--- config.mk ---
export PLATFORM = sky130hd
export DESIGN_NAME = hazard_stall_unit_flat
export DESIGN_NICKNAME = d
export VERILOG_FILES = /design/src/rtl/hazard_stall_unit_pkg.sv /design/src/rtl/hazard_stall_unit_if.sv /design/src/rtl/hazard_stall_unit_scoreboard.sv /design/src/rtl/hazard_stall_unit.sv /design/src/flat_wrapper.sv
export SDC_FILE = /design/constraint.sdc
export NUM_CORES = 1
export LEC_CHECK = 0
export CAP_MARGIN = 20
export CORE_MARGIN = 4
export CORE_UTILIZATION = 54
export DETAILED_ROUTE_END_ITERATION = 6
export HOLD_SLACK_MARGIN = 0.02
export PLACE_DENSITY = 0.86
export SYNTH_ARGS = -nofsm -noshare
export SYNTH_HDL_FRONTEND = slang
export SYNTH_SLANG_ARGS = --single-unit
--- constraint.sdc ---
create_clock -name clk -period 5.5 [get_ports clk]
set_input_delay 0.825 -clock clk [delete_from_list [all_inputs] [get_ports clk]]
set_output_delay 0.825 -clock clk [all_outputs]
set_load 0.01 [all_outputs]
--- src/rtl/hazard_stall_unit_pkg.sv ---
// Shared definitions for the decode-stage hazard detector (package cpu_pkg).
// Register-index width, scoreboard depth, scoreboard entry layout, FSM states
// and the source/destination compare helper.
package cpu_pkg;

    localparam int REG_BITS   = 4;
    localparam int PIPE_DEPTH = 3;
    localparam int HOLD_BITS  = $clog2(PIPE_DEPTH + 2);

    // One in-flight writer: valid, destination register, and whether it is a load.
    typedef struct packed {
        logic                v;
        logic [REG_BITS-1:0] rd;
        logic                load;
    } sb_entry_t;

    typedef enum logic [0:0] {
        ST_RUN  = 1'b0,
        ST_HOLD = 1'b1
    } state_t;

    // A live source collides with a valid in-flight destination.
    function automatic logic src_hit(input sb_entry_t e, input logic live,
                                     input logic [REG_BITS-1:0] src);
        return e.v & live & (e.rd == src);
    endfunction

endpackage

--- src/rtl/hazard_stall_unit_if.sv ---
// Decode-side bundle of the hazard detector: decoded control fields in,
// stall/bubble/status out. The decoder side uses master, the unit uses slave.
interface hazard_stall_unit_if;
    import cpu_pkg::*;

    logic                valid;
    logic                write;
    logic [REG_BITS-1:0] writeReg;
    logic [REG_BITS-1:0] readReg0;
    logic [REG_BITS-1:0] readReg1;
    logic                immediate;
    logic                ReadMem;
    logic                flush;
    logic                stall;
    logic                bubble;
    logic [15:0]         stall_cycles;
    logic                err;

    modport master (
        output valid, write, writeReg, readReg0, readReg1, immediate, ReadMem, flush,
        input  stall, bubble, stall_cycles, err
    );

    modport slave (
        input  valid, write, writeReg, readReg0, readReg1, immediate, ReadMem, flush,
        output stall, bubble, stall_cycles, err
    );

endinterface

--- src/rtl/hazard_stall_unit_scoreboard.sv ---
// hazard_scoreboard: shift register of in-flight destination registers and
// the per-entry match vector against the live decode sources.
// HAZARD_FORWARD_EN: when defined only a load in the youngest entry can match
// (the bypass network covers everything else).
module hazard_scoreboard
    import cpu_pkg::*;
(
    input  logic                  clk,
    input  logic                  rst,
    input  logic                  i_insert,
    input  logic [REG_BITS-1:0]   i_write_reg,
    input  logic                  i_load,
    input  logic                  i_live0,
    input  logic [REG_BITS-1:0]   i_read_reg0,
    input  logic                  i_live1,
    input  logic [REG_BITS-1:0]   i_read_reg1,
    output logic [PIPE_DEPTH-1:0] o_match
);

    sb_entry_t r_sb [PIPE_DEPTH];

    // Age every entry by one place each cycle; entry 0 takes the issuing writer or a hole.
    always_ff @(posedge clk or posedge rst) begin
        if (rst) begin
            for (int i = 0; i < PIPE_DEPTH; i++) begin
                r_sb[i] <= '{v: 1'b0, rd: {REG_BITS{1'b0}}, load: 1'b0};
            end
        end else begin
            r_sb[0] <= '{v: i_insert, rd: i_write_reg, load: i_load};
            for (int i = 1; i < PIPE_DEPTH; i++) begin
                r_sb[i] <= r_sb[i-1];
            end
        end
    end

    // Flag every qualifying entry whose destination equals a live source.
    always_comb begin
        o_match = {PIPE_DEPTH{1'b0}};
        for (int i = 0; i < PIPE_DEPTH; i++) begin
`ifdef HAZARD_FORWARD_EN
            if (i == 0) begin
                o_match[i] = r_sb[i].load &
                             (src_hit(r_sb[i], i_live0, i_read_reg0) |
                              src_hit(r_sb[i], i_live1, i_read_reg1));
            end else begin
                o_match[i] = 1'b0;
            end
`else
            o_match[i] = src_hit(r_sb[i], i_live0, i_read_reg0) |
                         src_hit(r_sb[i], i_live1, i_read_reg1);
`endif
        end
    end

endmodule

--- src/rtl/hazard_stall_unit.sv ---
// hazard_stall_unit: decode-stage stall/bubble generator with RUN/HOLD FSM,
// saturating stall-cycle counter and a sticky hold-length watchdog.
// HAZARD_FORWARD_EN selects load-use-only stalling (see hazard_scoreboard).
module hazard_stall_unit
    import cpu_pkg::*;
(
    input  logic                clk,
    input  logic                rst,
    hazard_stall_unit_if.slave  bus
);

    localparam logic [HOLD_BITS-1:0] HOLD_MAX = HOLD_BITS'(PIPE_DEPTH + 1);

    logic [PIPE_DEPTH-1:0] w_match;
    logic                  w_live0;
    logic                  w_live1;
    logic                  w_stall;
    logic                  w_insert;
    state_t                r_state;
    state_t                w_state_nxt;
    logic [HOLD_BITS-1:0]  r_hold_cnt;
    logic [15:0]           r_stall_cycles;
    logic                  r_err;

    assign w_live0  = bus.valid;
    assign w_live1  = bus.valid & ~bus.immediate;
    // flush beats a hazard: no stall and the killed instruction never enters the scoreboard
    assign w_stall  = (|w_match) & ~bus.flush;
    assign w_insert = bus.valid & bus.write & ~w_stall & ~bus.flush;

    hazard_scoreboard u_sb (
        .clk         (clk),
        .rst         (rst),
        .i_insert    (w_insert),
        .i_write_reg (bus.writeReg),
        .i_load      (bus.ReadMem),
        .i_live0     (w_live0),
        .i_read_reg0 (bus.readReg0),
        .i_live1     (w_live1),
        .i_read_reg1 (bus.readReg1),
        .o_match     (w_match)
    );

    // FSM state register.
    always_ff @(posedge clk or posedge rst) begin
        if (rst) begin
            r_state <= ST_RUN;
        end else begin
            r_state <= w_state_nxt;
        end
    end

    // Next state: HOLD while stalling, flush always returns to RUN.
    always_comb begin
        w_state_nxt = ST_RUN;
        case (r_state)
            ST_RUN: begin
                if (bus.flush)   w_state_nxt = ST_RUN;
                else if (w_stall) w_state_nxt = ST_HOLD;
                else             w_state_nxt = ST_RUN;
            end
            ST_HOLD: begin
                if (bus.flush)   w_state_nxt = ST_RUN;
                else if (w_stall) w_state_nxt = ST_HOLD;
                else             w_state_nxt = ST_RUN;
            end
            default: w_state_nxt = ST_RUN;
        endcase
    end

    // Consecutive-HOLD counter and sticky watchdog for a hold longer than the pipe can explain.
    always_ff @(posedge clk or posedge rst) begin
        if (rst) begin
            r_hold_cnt <= {HOLD_BITS{1'b0}};
            r_err      <= 1'b0;
        end else begin
            if (w_state_nxt == ST_HOLD) begin
                if (r_hold_cnt != HOLD_MAX) r_hold_cnt <= r_hold_cnt + 1'b1;
                else                        r_hold_cnt <= r_hold_cnt;
            end else begin
                r_hold_cnt <= {HOLD_BITS{1'b0}};
            end
            if (r_hold_cnt == HOLD_MAX) r_err <= 1'b1;
            else                        r_err <= r_err;
        end
    end

    // Saturating count of stalled cycles.
    always_ff @(posedge clk or posedge rst) begin
        if (rst) begin
            r_stall_cycles <= 16'h0000;
        end else if (w_stall && (r_stall_cycles != 16'hFFFF)) begin
            r_stall_cycles <= r_stall_cycles + 16'h0001;
        end else begin
            r_stall_cycles <= r_stall_cycles;
        end
    end

    assign bus.stall        = w_stall;
    assign bus.bubble       = w_stall;
    assign bus.stall_cycles = r_stall_cycles;
    assign bus.err          = r_err;

endmodule
--- src/flat_wrapper.sv ---
// flat-port wrapper written by rule: the top's interface ports become plain ports
module hazard_stall_unit_flat import cpu_pkg::*;
  (clk, rst, bus_valid, bus_write, bus_writeReg, bus_readReg0, bus_readReg1, bus_immediate, bus_ReadMem, bus_flush, bus_stall, bus_bubble, bus_stall_cycles, bus_err);
  hazard_stall_unit_if bus_i ();
  input  logic clk;
  input  logic rst;
  input wire logic [$bits(bus_i.valid)-1:0] bus_valid;
  input wire logic [$bits(bus_i.write)-1:0] bus_write;
  input wire logic [$bits(bus_i.writeReg)-1:0] bus_writeReg;
  input wire logic [$bits(bus_i.readReg0)-1:0] bus_readReg0;
  input wire logic [$bits(bus_i.readReg1)-1:0] bus_readReg1;
  input wire logic [$bits(bus_i.immediate)-1:0] bus_immediate;
  input wire logic [$bits(bus_i.ReadMem)-1:0] bus_ReadMem;
  input wire logic [$bits(bus_i.flush)-1:0] bus_flush;
  output wire logic [$bits(bus_i.stall)-1:0] bus_stall;
  output wire logic [$bits(bus_i.bubble)-1:0] bus_bubble;
  output wire logic [$bits(bus_i.stall_cycles)-1:0] bus_stall_cycles;
  output wire logic [$bits(bus_i.err)-1:0] bus_err;
  assign bus_i.valid = bus_valid;
  assign bus_i.write = bus_write;
  assign bus_i.writeReg = bus_writeReg;
  assign bus_i.readReg0 = bus_readReg0;
  assign bus_i.readReg1 = bus_readReg1;
  assign bus_i.immediate = bus_immediate;
  assign bus_i.ReadMem = bus_ReadMem;
  assign bus_i.flush = bus_flush;
  assign bus_stall = bus_i.stall;
  assign bus_bubble = bus_i.bubble;
  assign bus_stall_cycles = bus_i.stall_cycles;
  assign bus_err = bus_i.err;
  hazard_stall_unit u_core (.clk(clk), .rst(rst), .bus(bus_i));
endmodule
==> impl_results.md, run 1 <==
- Synth-to-layout area growth: 27.4%
- GRT Residual Overflow: 0
- Starting Density: 57.3%
- Drt drc: 0
- First-pass GRT wire length: 6130 µm
- CP startpoint kind: input pin
- Share of layout cells above drive strength 1: 9.84%
- Cell row count: 20
- Crit share post-route: 71.3%
- Mapped Area: 1760 µm²
- Dpl hpwl: 2610 µm
- Post-synth EDFFs: 0
- Yosys top cell by area: dfrtp_1
- Count of input and output buffers: 36
- Worst-Margin Slew: 0.595 ns
- # IOs: 38
- Drt pass-1 iters: 4
- Top_reg_cell synth: dfrtp_1
- Vias/cell: 5.45
- Num CTS Buffers: 5
- Routed wire length: 3580 µm
- Yosys reg bits: 35
- Slew headroom: 60.2%
- Register area: 876 µm²
- Core Area: 3080 µm²
- Setup Buffers After CTS: 0
- Post-Route Skew: 0.00599 ns
- Setup TNS: 0 ns
- Async set-reset flop share out of synthesis: 100%
- Max-Cap Viols: 0
- FMAX: 255 MHz
- Syn avg cell area: 11.6 µm²
- Slew Limit Fails: 0
- Post-synth cell types: 33
- Synthesized instance count: 152
- Final net count: 214
- Initial antenna violation count: 0
- Peak VDD IR: 0.200 mV
- RSZ-0062 raised after global routing: no
- Area of the multi-input gates: 845 µm²
- Synthesis Warnings: 0
- Commonest cells in the netlist: dfrtp_1 (35), xnor2_1 (22), xor2_1 (16)
- Period minus WS final: 3.92 ns
- Synthesized Nets: 174
- Crit path required time: 4.68 ns
- Status: completed
- Sequential cell area fraction in the yosys report: 49.6%
- Cells along the critical path: clkdlybuf4s50_1, xor2_1, nor2_1, nand4_1, o31ai_1, nor4_4, buf_6, nor2_1, clkdlybuf4s50_1
- Post-CTS sizing: 0
- FILL cells: 213
- TritonCTS Sinks: 35
- Die Height: 65.2 µm
- Largest buffer count on any clock path: 2
- Wire per inst: 15.1 µm
- Number of global-route vias before repair: 1,337
- # H-tree levels: 2
- Clk_lat worst skew: 0.33 ns
- All-Layer GR Usage: 18.9%
- Hold Path Class: reg2reg
- Die width: 65.2 µm
- Post-route antenna net violation count: 0
- # diodes: 0
- First-iteration detailed-routing DRC count: 39
- TritonCTS clock tree: done
- Setup crit end kind: output pin
- Largest net degree at the start of global routing: 36
- Root Driver: clkbuf_4
- Slowest stage cell, crit path: clkdlybuf4s50_1
- Yosys top cell area share: 49.6%
- Power Density: 234 nW/µm²
- Most numerous cell in the Yosys netlist: dfrtp_1
- CP Data Arrival Time: 3.09 ns
- Routability Congestion: 0.855
- Hold Fails Final Rpt: 0
- Setup CP Type: in2out
- Post-route cell area: 2250 µm²
- Die ar.: 4250 µm²
- Slowest stage delay, CP: 0.56 ns
- Hold Buf Count CTS: 0
- Clock slew at reported path FFs: 0.10 ns
- P_leak: 0.000958 µW
- Finish-stage setup viols: 0
- Placed Area: 2150 µm²
- Main area contributors after synthesis: dfrtp_1 (50%), xnor2_1 (11%), xor2_1 (7.9%), nor4_1 (2.5%), nand3_1 (2.3%)
- Routed vias: 1,292
- Max Fanout on Critical Path: 18
==> placed cells by master (no fill, tap or decap), types with 2 or more instances in the layout <==
cell type / n
inv_1: 3
nor4_1: 7
clkbuf_4: 5
or3_1: 2
nor2_1: 3
nor4_4: 2
dfrtp_1: 35
xor2_1: 16
clkdlybuf4s50_1: 36
or4_1: 2
nand3_1: 8
nand4_1: 5
nor3_1: 6
nand2b_1: 5
nand2_1: 9
nor4_2: 2
mux2_1: 3
xnor2_1: 22
ha_1: 3
and3_1: 2
==> kinds of logic (layout without fill, tap and decap cells) <==
| kind of cell | count (synthesis) | after routing | share of synthesized area, % |
|---|---|---|---|
| flops | 35 | 35 | 49.6 |
| fa+ha+maj | 3 | 3 | 2.13 |
| mux | 4 | 4 | 2.48 |
| compound gates | 3 | 3 | 0.993 |
| simple gates | 61 | 61 | 22.9 |
| buf+inv | 8 | 49 | 2.98 |
| xor+xnor | 38 | 38 | 18.9 |
==> worst max-delay path: cells and delay by family <==
| kind | cells | cell delay [ns] |
|---|---|---|
| xor+xnor | 1 | 0.20 |
| compound gates | 1 | 0.10 |
| simple gates | 4 | 0.64 |
| buf+inv | 3 | 1.32 |
==> final cells by class <==
| cell class | instances | share of cell area [%] |
|---|---|---|
| multi-input combinational | 109 | 37.6 |
| sequential | 35 | 39.0 |
| clock inverter | 3 | 1.95 |
| tap | 44 | 2.45 |
| inverter | 3 | 0.501 |
| timing repair buffer | 38 | 16.9 |
| clock buffer | 5 | 1.67 |
==> per-stage QoR <==
step	hold slack (ns)	utilization, %	std cells	worst slack (ns)	total power, µW
floorplan	0.354	-	152	2.65	315
global placement	0.358	70.0	228	1.26	347
detailed placement	0.365	70.0	228	1.17	349
CTS	0.400	72.6	236	1.12	533
global route	0.413	73.0	237	1.45	551
finish	0.393	73.0	237	1.58	526
==> power breakdown <==
group,switching [µW],internal [µW]
combinational,28.1,36.4
sequential,12.3,268
clock,86.6,95.6
==> metal layers <==
| metal | vias up | wire length [µm] | GRT usage (%) |
|---|---|---|---|
| met4 | 0 | 53 | 7.51 |
| met3 | 7 | 178 | 5.47 |
| met2 | 44 | 1750 | 28.7 |
| met5 | - | 0 | 0 |
| li1 | 612 | - | - |
| met1 | 629 | 1600 | 25.7 |
==> final timing paths <==
check / to / slack, ns / startpoint / cells past startpoint
max in group asynchronous: u_core.u_sb.r_sb[2]$_DFF_PP0_ / 4.32 / rst / 3
worst min register to register: u_core.u_sb.r_sb[11]$_DFF_PP0_ / 0.39 / u_core.u_sb.r_sb[17]$_DFF_PP0_ / 0
worst max-delay path: bus_stall / 1.58 / bus_readReg0[2] / 9
worst min-delay path: u_core.u_sb.r_sb[11]$_DFF_PP0_ / 0.39 / u_core.u_sb.r_sb[17]$_DFF_PP0_ / 0
min in group asynchronous: u_core.bus.err$_DFFE_PP0N_ / 0.88 / rst / 3
worst max register to register: u_core.bus.stall_cycles[1]$_DFFE_PP0P_ / 3.29 / u_core.bus.stall_cycles[4]$_DFFE_PP0P_ / 6
==> flip-flops by register name (all words and copies together) (netlist names) <==
name                     flops
u_core.r_hold_cnt            3
u_core.bus.err               1
u_core.u_sb.r_sb            15
u_core.bus.stall_cycles     16
(Power assumes the default switching activity.)
==> inputs of run 2 (changes only) <==
Settings changed: CORE_UTILIZATION 54 to 45, PLACE_DENSITY 0.86 to 0.77.
Clock period 5.5 ns to 3.4 ns, I/O delays scaled along.
==> run 2 against run 1 <==
Net effect: global-route usage down 3.2 points; worst setup slack got worse by 1.3 ns; critical path depth shrank 2; worst hold slack lost 0.014 ns; final cell count rose by 1.7%; first-iteration DRC count down 10%; non-clock buffer count up 1.
==> impl_results.md, run 2 (synthesis gave the netlist of run 1 again) <==
- Dpl hpwl: 2700 µm
- Slew headroom: 53.9%
- GRT Residual Overflow: 0
- Initial antenna violation count: 0
- Worst Setup Slack, final: 0.239 ns
- Peak VDD IR: 0.239 mV
- Max-Cap Viols: 0
- Slew Limit Fails: 0
- Power share of the combinational group: 12.2%
- # diodes: 0
- Fin cells: 241
- Setup TNS: 0 ns
- Finish-stage setup viols: 0
- Pint: 651 µW
- TritonCTS clock tree: done
- Routed vias: 1,246
- Die width: 70.6 µm
- Post-Route Skew: 0.00323 ns
- FMAX: 316 MHz
- Max Fanout on Critical Path: 3
- RR Startpoint: u_core.u_sb.r_sb[13]$_DFF_PP0_
- Setup Buffers After CTS: 0
- Worst-Margin Slew: 0.690 ns
- Hold Fails Final Rpt: 0
- Post-route antenna net violation count: 0
- Crit path required time: 2.89 ns
- Drt drc: 0
- Worst setup path startpoint: bus_readReg1[0]
- Vias/cell: 5.17
- FILL cells: 318
- Hold Startpoint: u_core.u_sb.r_sb[11]$_DFF_PP0_
- Die ar.: 4990 µm²
- Routed wire length: 3530 µm
- Crit path to: bus_stall
- Reg2Reg Setup Slack: 1.10 ns
- All-Layer GR Usage: 15.7%
- Num CTS Buffers: 5
- First-iteration detailed-routing DRC count: 35
- Switching Power: 201 µW
- Die Height: 70.6 µm
- FF-to-FF path depth: 7
- Clock slew at reported path FFs: 0.07 ns
- Status: completed
- First-pass GRT wire length: 6240 µm
- Cell row count: 22
- Largest buffer count on any clock path: 2
- Most common cell after layout, fill and taps aside: clkdlybuf4s50_1
- Max FFs per register: 16
- Root Driver: clkbuf_8
- Period minus WS final: 3.16 ns
- # H-tree levels: 2
- Post-CTS sizing: 0
- TritonCTS Sinks: 35
- Placed Cells: 234
- Hold Path Class: reg2reg
- Net Sw Frac: 23.6%
- Routability Congestion: 0.861
- Placed Area: 2170 µm²
- Final net count: 215
- P_leak: 0.000963 µW
- Share of total power in the clock network: 34.6%
- Core Area: 3720 µm²
- Drt pass-1 iters: 4
- Clk_lat worst skew: 0.28 ns
- Pre-CTS setup slack: 0.228 ns
- Wire per inst: 14.7 µm
- Flop pwr share: 53.2%
- Share of layout cells above drive strength 1: 9.84%
- Hold Buf Count CTS: 0
- CP startpoint kind: input pin
- Post-route cell area: 2260 µm²
- RSZ-0062 raised after global routing: no
- Setup crit end kind: output pin
- Reg2Reg Capture Point: u_core.bus.stall_cycles[2]$_DFFE_PP0P_
- Largest net degree at the start of global routing: 20
- Power Density: 377 nW/µm²
- Number of global-route vias before repair: 1,349
- Synth-to-layout area growth: 28.2%
- Most frequent cells in the layout: clkdlybuf4s50_1 (36), dfrtp_1 (35), xnor2_1 (22)
- Count of input and output buffers: 36
- # IOs: 38
- CP Data Arrival Time: 2.65 ns
- Starting Density: 47.5%
- Crit share post-route: 93.0%
- Setup CP Type: in2out
==> run 2: power groups by stage <==
stage          registers (µW)  logic [µW]  clock network (µW)
3_3_place_gp              459         102                   0
5_1_grt                   456         115                 327
2_1_floorplan             461        47.6                   0
4_1_cts                   453         106                 304
3_5_place_dp              461         106                   0
6_report                  453         104                 295
==> run 2: routing by layer <==
| layer | global-route usage (%) | vias to the layer above | part of all wire [%] |
|---|---|---|---|
| li1 | - | 609 | - |
| met1 | 18.1 | 599 | 41 |
| met2 | 27.5 | 29 | 53 |
| met3 | 4.55 | 9 | 4.6 |
| met4 | 6.47 | 0 | 1.9 |
| met5 | 0 | - | 0 |
==> run 2: worst min path at each step <==
stage | endpoint | depth (start not counted)
final | u_core.u_sb.r_sb[5]$_DFF_PP0_ | 0
after global routing | u_core.u_sb.r_sb[5]$_DFF_PP0_ | 0
after CTS | u_core.u_sb.r_sb[11]$_DFF_PP0_ | 0
after detailed placement | u_core.u_sb.r_sb[11]$_DFF_PP0_ | 0
after global placement | u_core.u_sb.r_sb[5]$_DFF_PP0_ | 0
after floorplan | u_core.u_sb.r_sb[11]$_DFF_PP0_ | 0
==> run 2: layout make-up <==
type                       instances  area, µm²  area share, %
clock inverter                     1       5.00          0.221
inverter                           3       11.3          0.498
sequential                        35        876           38.7
multi-input combinational        109        845           37.3
timing repair buffer              39        383           16.9
tap                               48       60.1           2.65
clock buffer                       6       82.6           3.65
==> run 2: through the flow <==
step	utilization, %	total power [µW]	hold WS (ns)
3_3_place_gp	58.5	561	0.361
5_1_grt	60.9	898	0.397
2_1_floorplan	-	509	0.354
4_1_cts	60.9	864	0.382
3_5_place_dp	58.5	567	0.366
6_report	60.9	852	0.379
==> run 2: worst max-delay path, cell delays in order <==
cell and delay [ns]:
clkdlybuf4s50_1 0.56, xnor2_1 0.16, nand3_1 0.12, nor4_1 0.46, nor4_4 0.10, nor2_1 0.18, clkdlybuf4s50_1 0.57
==> inputs of run 3 (changes only) <==
Settings changed: CORE_UTILIZATION 45 to 50, PLACE_DENSITY 0.77 to 0.81.
Clock period 3.4 ns to 3.55 ns, I/O delays scaled along.
==> run 3 against run 2 <==
Net effect: non-clock buffer count unchanged; via count grew 1.8%; power decreased by 13%; first-iteration DRC count is 37% higher; die area fell by 8.9%; largest power group unchanged.
==> impl_results.md, run 3 (synthesis gave the netlist of run 1 again) <==
- Reg2Reg Capture Point: u_core.bus.stall_cycles[14]$_DFFE_PP0P_
- CP Data Arrival Time: 2.58 ns
- Drt pass-1 iters: 4
- Routed wire length: 3370 µm
- Cells on Worst Hold Path: 0
- Hold Path Class: reg2reg
- FMAX: 321 MHz
- Final net count: 215
- Cell row count: 21
- Max FFs per register: 16
- Fin cells: 239
- Die width: 67.4 µm
- Drt drc: 0
- Peak VDD IR: 0.209 mV
- # H-tree levels: 2
- Most frequent cells in the layout: clkdlybuf4s50_1 (36), dfrtp_1 (35), xnor2_1 (22)
- Worst Hold End: u_core.u_sb.r_sb[11]$_DFF_PP0_
- Slew headroom: 61.4%
- Setup crit end kind: output pin
- Wire per inst: 14.1 µm
- Post-route cell area: 2230 µm²
- Post-route antenna net violation count: 0
- Grt met3 use: 3.99%
- Crit path required time: 3.02 ns
- Routability Congestion: 0.773
- Hold Startpoint: u_core.u_sb.r_sb[17]$_DFF_PP0_
- Crit share post-route: 87.7%
- Power Density: 333 nW/µm²
- Setup Buffers After CTS: 0
- Max Fanout on Critical Path: 3
- Share of layout cells above drive strength 1: 9.84%
- Slowest stage delay, CP: 0.57 ns
- RR Startpoint: u_core.u_sb.r_sb[14]$_DFF_PP0_
- Top cell by count, worst path: clkdlybuf4s50_1
- Root Driver: clkbuf_4
- All-Layer GR Usage: 16.6%
- Register area: 876 µm²
- Slew Limit Fails: 0
- Die ar.: 4540 µm²
- Worst-Margin Slew: 0.577 ns
- RSZ-0062 raised after global routing: no
- Area of the multi-input gates: 845 µm²
- Die Height: 67.4 µm
- Hold Buf Count CTS: 0
- Status: completed
- Number of global-route vias before repair: 1,299
- Slowest stage cell, crit path: clkdlybuf4s50_1
- Starting Density: 52.5%
- Vias/cell: 5.31
- # IOs: 38
- # diodes: 0
- Clock slew at reported path FFs: 0.09 ns
- Finish-stage setup viols: 0
- Cells along the critical path: clkdlybuf4s50_1, xnor2_1, nand3_1, nor4_1, nor4_4, nor2_1, clkdlybuf4s50_1
- Met1 GRT Util: 20.7%
- Placed Area: 2170 µm²
- Setup TNS: 0 ns
- Hold Fails Final Rpt: 0
- TritonCTS Sinks: 35
- Most common cell after layout, fill and taps aside: clkdlybuf4s50_1
- First-pass GRT wire length: 5670 µm
- CP startpoint kind: input pin
- Largest buffer count on any clock path: 2
- Synth-to-layout area growth: 26.3%
- FILL cells: 284
- Largest net degree at the start of global routing: 36
- Total Power: 742 µW
- Initial antenna violation count: 0
- FF-to-FF path depth: 7
- Count of input and output buffers: 36
- Routed vias: 1,268
- GRT Residual Overflow: 0
- First-iteration detailed-routing DRC count: 48
- Met2 Usage GRT: 28.2%
- Num CTS Buffers: 5
- Clk_lat worst skew: 0.32 ns
- TritonCTS clock tree: done
- P_leak: 0.000950 µW
- Period minus WS final: 3.11 ns
- Dpl hpwl: 2520 µm
- Post-CTS sizing: 0
- Max-Cap Viols: 0
- Placed Cells: 232
- Setup CP Type: in2out
- Post-Route Skew: 0.00505 ns
- Reg2Reg Setup Slack: 1.28 ns
- Core Area: 3360 µm²
- Gr busiest metal: met2
## run 3: cell count changes in the layout (fill, tap and decap cells not counted)
cell,change
clkbuf_8,-5
clkbuf_4,+5
## run 3: metal layers
| metal | share of wire [%] | vias to the layer above |
|---|---|---|
| met2 | 51 | 26 |
| met3 | 3.0 | 5 |
| met5 | 0 | - |
| met1 | 45 | 627 |
| li1 | - | 610 |
| met4 | 1.2 | 0 |
## run 3: worst max-delay path: cells and delay by family
kind	cells	cell delay, ns
buffers and inverters	2	1.13
and+or+nand+nor	4	0.77
xor gates and xnor gates	1	0.14
## run 3: through the flow
stage          utilization (%)  hold WS, ns  setup WS, ns
6_report                  66.3        0.391         0.436
5_1_grt                   66.3        0.400         0.292
4_1_cts                   66.3        0.393         0.407
3_5_place_dp              64.6        0.371         0.417
3_3_place_gp              64.6        0.357         0.458
2_1_floorplan                -        0.354          1.29
## run 3: layout make-up
cell class | count | area share, %
inverters | 3 | 0.505
multi-input cells | 109 | 37.9
clock inverters | 1 | 0.225
repair buffers | 39 | 17.2
flip-flops and latches | 35 | 39.3
well taps | 46 | 2.58
clock buffers | 6 | 2.30
## run 3: worst max path at each step
stage / cells past startpoint / slack (ns) / to / start
5_1_grt: 7 / 0.29 / bus_stall / bus_readReg1[1]
6_report: 7 / 0.44 / bus_stall / bus_readReg1[0]
3_5_place_dp: 7 / 0.42 / bus_stall / bus_readReg1[0]
3_3_place_gp: 7 / 0.46 / bus_bubble / bus_readReg1[3]
2_1_floorplan: 8 / 1.29 / bus_stall / bus_readReg1[3]
4_1_cts: 7 / 0.41 / bus_stall / bus_readReg1[0]
## run 3: where the power goes
part	internal [µW]	leakage, µW	switching [µW]
Clock	91.7	0.0000341	116
Sequential	414	0.000458	21.4
Combinational	56.7	0.000458	42.0
Total	563	0.000950	179
